===== config.mk =====
export PLATFORM = sky130hd
export DESIGN_NAME = reg_write_decoder
export DESIGN_NICKNAME = d
export VERILOG_FILES = /design/src/rtl/reg_write_decoder.sv
export SDC_FILE = /design/constraint.sdc
export NUM_CORES = 1
export LEC_CHECK = 0
export CORE_MARGIN = 3
export CORE_UTILIZATION = 50
export DETAILED_ROUTE_END_ITERATION = 8
export DONT_BUFFER_PORTS = 1
export SLEW_MARGIN = 10
export SYNTH_ARGS = -nofsm -noshare
export SYNTH_HDL_FRONTEND = slang
export SYNTH_SLANG_ARGS = --single-unit
export TNS_END_PERCENT = 10

===== constraint.sdc =====
create_clock -name clk -period 2.85 [get_ports clk]
set_input_delay 0.1425 -clock clk [delete_from_list [all_inputs] [get_ports clk]]
set_output_delay 0.1425 -clock clk [all_outputs]
set_load 0.03 [all_outputs]

===== src/rtl/reg_write_decoder.sv =====
// Registered write-enable decoder for the register file.
// Turns a write-back index into a one-hot strobe and runs a zero-fill sweep after reset or on request.
module reg_write_decoder #(
  parameter int NUM_REGS = 16,
  parameter int SEL_W    = 4,
  parameter int DATA_W   = 16
) (
  input  logic              clk,
  input  logic              reset,
  input  logic              wr_en_in,
  input  logic [SEL_W-1:0]  wr_sel,
  input  logic [DATA_W-1:0] wr_data,
  input  logic              clear_req,
  output logic [15:0]       wen_onehot,
  output logic [DATA_W-1:0] wr_data_out,
  output logic              busy,
  output logic              clear_done,
  output logic              bad_sel
);

  typedef enum logic {
    CLEAR,
    IDLE
  } state_e;

  localparam logic [SEL_W-1:0] LAST_IDX  = SEL_W'(NUM_REGS - 1);
  localparam logic [SEL_W:0]   NUM_REGS_X = (SEL_W + 1)'(NUM_REGS);

  state_e             state_q, state_d;
  logic [SEL_W-1:0]   idx_q, idx_d;
  logic [15:0]        wen_q, wen_d;
  logic [DATA_W-1:0]  data_q, data_d;
  logic               busy_q, busy_d;
  logic               done_q, done_d;
  logic               bad_q, bad_d;
  logic               sel_ok;

  assign sel_ok = ({1'b0, wr_sel} < NUM_REGS_X);

  always_ff @(posedge clk) begin
    if (reset) begin
      state_q <= CLEAR;
      idx_q   <= '0;
    end else begin
      state_q <= state_d;
      idx_q   <= idx_d;
    end
  end

  always_comb begin
    state_d = state_q;
    idx_d   = idx_q;
    case (state_q)
      CLEAR: begin
        idx_d = idx_q + SEL_W'(1);
        if (idx_q == LAST_IDX) begin
          state_d = IDLE;
        end
      end
      IDLE: begin
        if (clear_req) begin
          state_d = CLEAR;
          idx_d   = '0;
        end
      end
      default: begin
        state_d = CLEAR;
        idx_d   = '0;
      end
    endcase
  end

  // busy_q is still high on the first IDLE edge after a sweep, which marks clear_done;
  // clear_done wins over bad_sel so the two pulses never coincide.
  always_comb begin
    wen_d  = '0;
    data_d = '0;
    busy_d = 1'b1;
    done_d = 1'b0;
    bad_d  = 1'b0;
    case (state_q)
      CLEAR: begin
        wen_d = 16'(1) << idx_q;
      end
      IDLE: begin
        busy_d = 1'b0;
        done_d = busy_q;
        if (clear_req) begin
          busy_d = 1'b1;
        end else if (wr_en_in && sel_ok) begin
          wen_d  = 16'(1) << wr_sel;
          data_d = wr_data;
        end else if (wr_en_in) begin
          bad_d = ~busy_q;
        end
      end
      default: begin
        busy_d = 1'b1;
      end
    endcase
  end

  always_ff @(posedge clk) begin
    if (reset) begin
      wen_q  <= '0;
      data_q <= '0;
      busy_q <= 1'b1;
      done_q <= 1'b0;
      bad_q  <= 1'b0;
    end else begin
      wen_q  <= wen_d;
      data_q <= data_d;
      busy_q <= busy_d;
      done_q <= done_d;
      bad_q  <= bad_d;
    end
  end

  assign wen_onehot  = wen_q;
  assign wr_data_out = data_q;
  assign busy        = busy_q;
  assign clear_done  = done_q;
  assign bad_sel     = bad_q;

endmodule


==> qor.yml <==
outcome:
  status: "finished, final reports clean"
cells_and_area:
  final_cell_mix: "dfxtp_1 (39), dlygate4sd3_1 (26), and2_1 (16)"
  drive_above_1_share_pct: 8.025
  fin_nets: 191
  final_common_cell: "dfxtp_1"
  diodes: 0
  area_growth_pct: 20.27
route:
  viasPerCell: 5.474
  wl_per_cell_um: 17.42
  drc: 0
  ant_nets: 0
  wirelength_mm: 3.345
  drt-initial-drc-count: 41
  dr.pass1.iters: 4
  via_count: 1051
placed_design:
  dp_hpwl_mm: 2.016
  io_buffers: 0
  place_congestion: 0.7980
grt:
  grt.total_usage_pct: 20.18
  grt_pass1_vias: 1065
  grt_first_pass_wirelength_mm: 5.250
  overflow: 0
  antenna_found_initial: 0
  grt_max_degree: 19
worst_hold_path:
  min_path_cells: 3
  hold_end: "wen_onehot[15]"
  worstHoldStart: "reset"
  hp-class: "in -> reg"
critical_path:
  cp_max_fo: 18
  required_ps: 3140
  start_kind: "flop"
  r2r_cells: 4
  critical_path_class: "reg -> reg"
  r2r_slack_ps: 810
  reg2reg_to: "wen_onehot[12]"
  cp.arrival_ps: 2330
  reg2reg_from: "state_q"
  endpoint_kind: "flop"
floorplan:
  die_h_um: 60.09
  io_pins: 59
  die_area_um2: 3610
  core_region_area_um2: 2635
  start_util_pct: 55.51
  die_x_um: 60.09
  std_cell_rows: 18
synth:
  ys_seq_elements: 39
  synth_edf_count: 0
  syn-cell-area_um2: 1463
  yosysWarningCount: 0
  ys_seq_area_share_pct: 53.38
  netlist_instances: 136
  synth_cell_types: 33
  syn_area_per_cell_um2: 10.75
  synth-main-ff-cell: "dfxtp_1"
  async_reset_ff_share_pct: 0
  synth_nets: 166
clock_tree:
  path_clk_slew_ps: 110
  cts_tree: "yes"
  cts_root_buffer: "clkbuf_4"
  cts_setup_buffers: 0
  cts_buffers: 5
  clkLatencyLatePin_ps: 340
  numClockSinks: 39
  h-tree-depth: 2
  cts_resized: 0
  max-clock-path-buffers: 2
pwr:
  ir_worst_vdd_uv: 412.3
  power_density_nw_per_um2: 517.5
  power_leakage_nw: 0.6968
  total_power_w: 0.0009104
timing:
  tns_ps: 0
  setup_viol: 0
  finalMaxSlewViolations: 0
  finalCritPeriodShare_pct: 71.51
  skew_ps: 2.715
  rsz0062_at_grt: "no"
  max_freq_mhz: 490.7
  max-slew-margin-rel_pct: 64.56
  finalHoldViolCount: 0
  min_period_ps: 2038
  worst_pin_slew_ps: 530.9
run:
  max_cap_viol_count: 0
critical path, stage by stage (launching register included):
cell	delay [ps]
dfxtp_1	670
and4bb_4	460
nand3_4	110
o31ai_2	170
dlygate4sd3_1	570
area by class of cell:
| cell class | instances | area, um^2 |
|---|---|---|
| fill | 222 | 875.8 |
| sequential | 39 | 780.7 |
| multi-input combinational | 85 | 615.6 |
| timing repair buffer | 26 | 260.3 |
| clock buffer | 7 | 45.04 |
| tap | 30 | 37.54 |
| inverter | 4 | 15.01 |
| clock inverter | 1 | 5.005 |
state kept, by name (all words and copies together), names as in the netlist:
name / count
clear_done: 1
wen_onehot: 16
busy: 1
idx_q: 4
wr_data_out: 16
state_q: 1
synthesized netlist by cell type (2+ instances only):
| cell | count | area [um^2] |
|---|---|---|
| ha_1 | 6 | 75.07 |
| buf_4 | 3 | 22.52 |
| clkbuf_1 | 2 | 7.510 |
| dfxtp_1 | 39 | 780.8 |
| o21ai_0 | 7 | 35.03 |
| buf_2 | 2 | 10.01 |
| o31ai_2 | 2 | 25.02 |
| a31oi_1 | 2 | 12.51 |
| nor2_1 | 5 | 18.77 |
| nor4b_1 | 2 | 17.52 |
| inv_1 | 4 | 15.01 |
| nand4_1 | 2 | 12.51 |
| and2_1 | 16 | 100.1 |
| nor2b_1 | 3 | 18.77 |
| a21oi_1 | 3 | 15.01 |
| nand2_1 | 13 | 48.80 |
| a32o_1 | 6 | 60.06 |
| nand2b_1 | 3 | 18.77 |
| nor3b_1 | 2 | 15.01 |
worst max-delay path by stage:
stage,start,end,cells after the start
global placement,state_q,wen_onehot[11],3
floorplan,state_q,wen_onehot[7],4
global route,state_q,wen_onehot[12],4
CTS,state_q,wen_onehot[12],4
finish,state_q,wen_onehot[12],4
detailed placement,state_q,wen_onehot[11],3
kinds of logic after synthesis:
group / after synthesis / synth area share, %
simple gates: 56 / 25.49
flops: 39 / 53.38
other cells: 1 / 0.2564
buf+inv: 12 / 4.534
compound gates: 22 / 11.21
fa+ha+maj: 6 / 5.132
metrics by stage:
step / instance area (um^2) / utilization, % / worst slack (ps) / instances / hold slack, ps
6_report: 1759 / 66.76 / 811.9 / 192 / 6.114
5_1_grt: 1759 / 66.76 / 630.8 / 192 / 5.708
4_1_cts: 1749 / 66.38 / 818.8 / 191 / 1.326
3_5_place_dp: 1449 / 54.99 / 1351 / 158 / 217.3
3_3_place_gp: 1449 / 54.99 / 1378 / 158 / 215.2
2_1_floorplan: 1463 / - / 1711 / 136 / 251.0
metal layers:
layer | wire, um | share of wire [%] | global-route usage (%) | up-vias
li1 | - | - | - | 516
met2 | 1719 | 51 | 33.33 | 41
met5 | 0 | 0 | 0 | -
met4 | 55 | 1.6 | 8.544 | 0
met1 | 1348 | 40 | 23.92 | 487
met3 | 221 | 6.6 | 6.263 | 7
report_power, final:
part / internal (W) / total (W) / switching (W)
registers: 0.000553 / 0.000570 / 0.0000176
clock network: 0.0000962 / 0.000268 / 0.000171
logic: 0.0000404 / 0.0000724 / 0.0000320
total: 0.000689 / 0.000910 / 0.000221
repair_timing:
| item | in CTS | in global routing |
|---|---|---|
| endpoints found under the hold margin | 34 | 1 |
| endpoints found under the setup margin | 0 | 0 |
| hold buffers | 25 | 1 |
No activity file was read; power rests on OpenSTA's default activity.
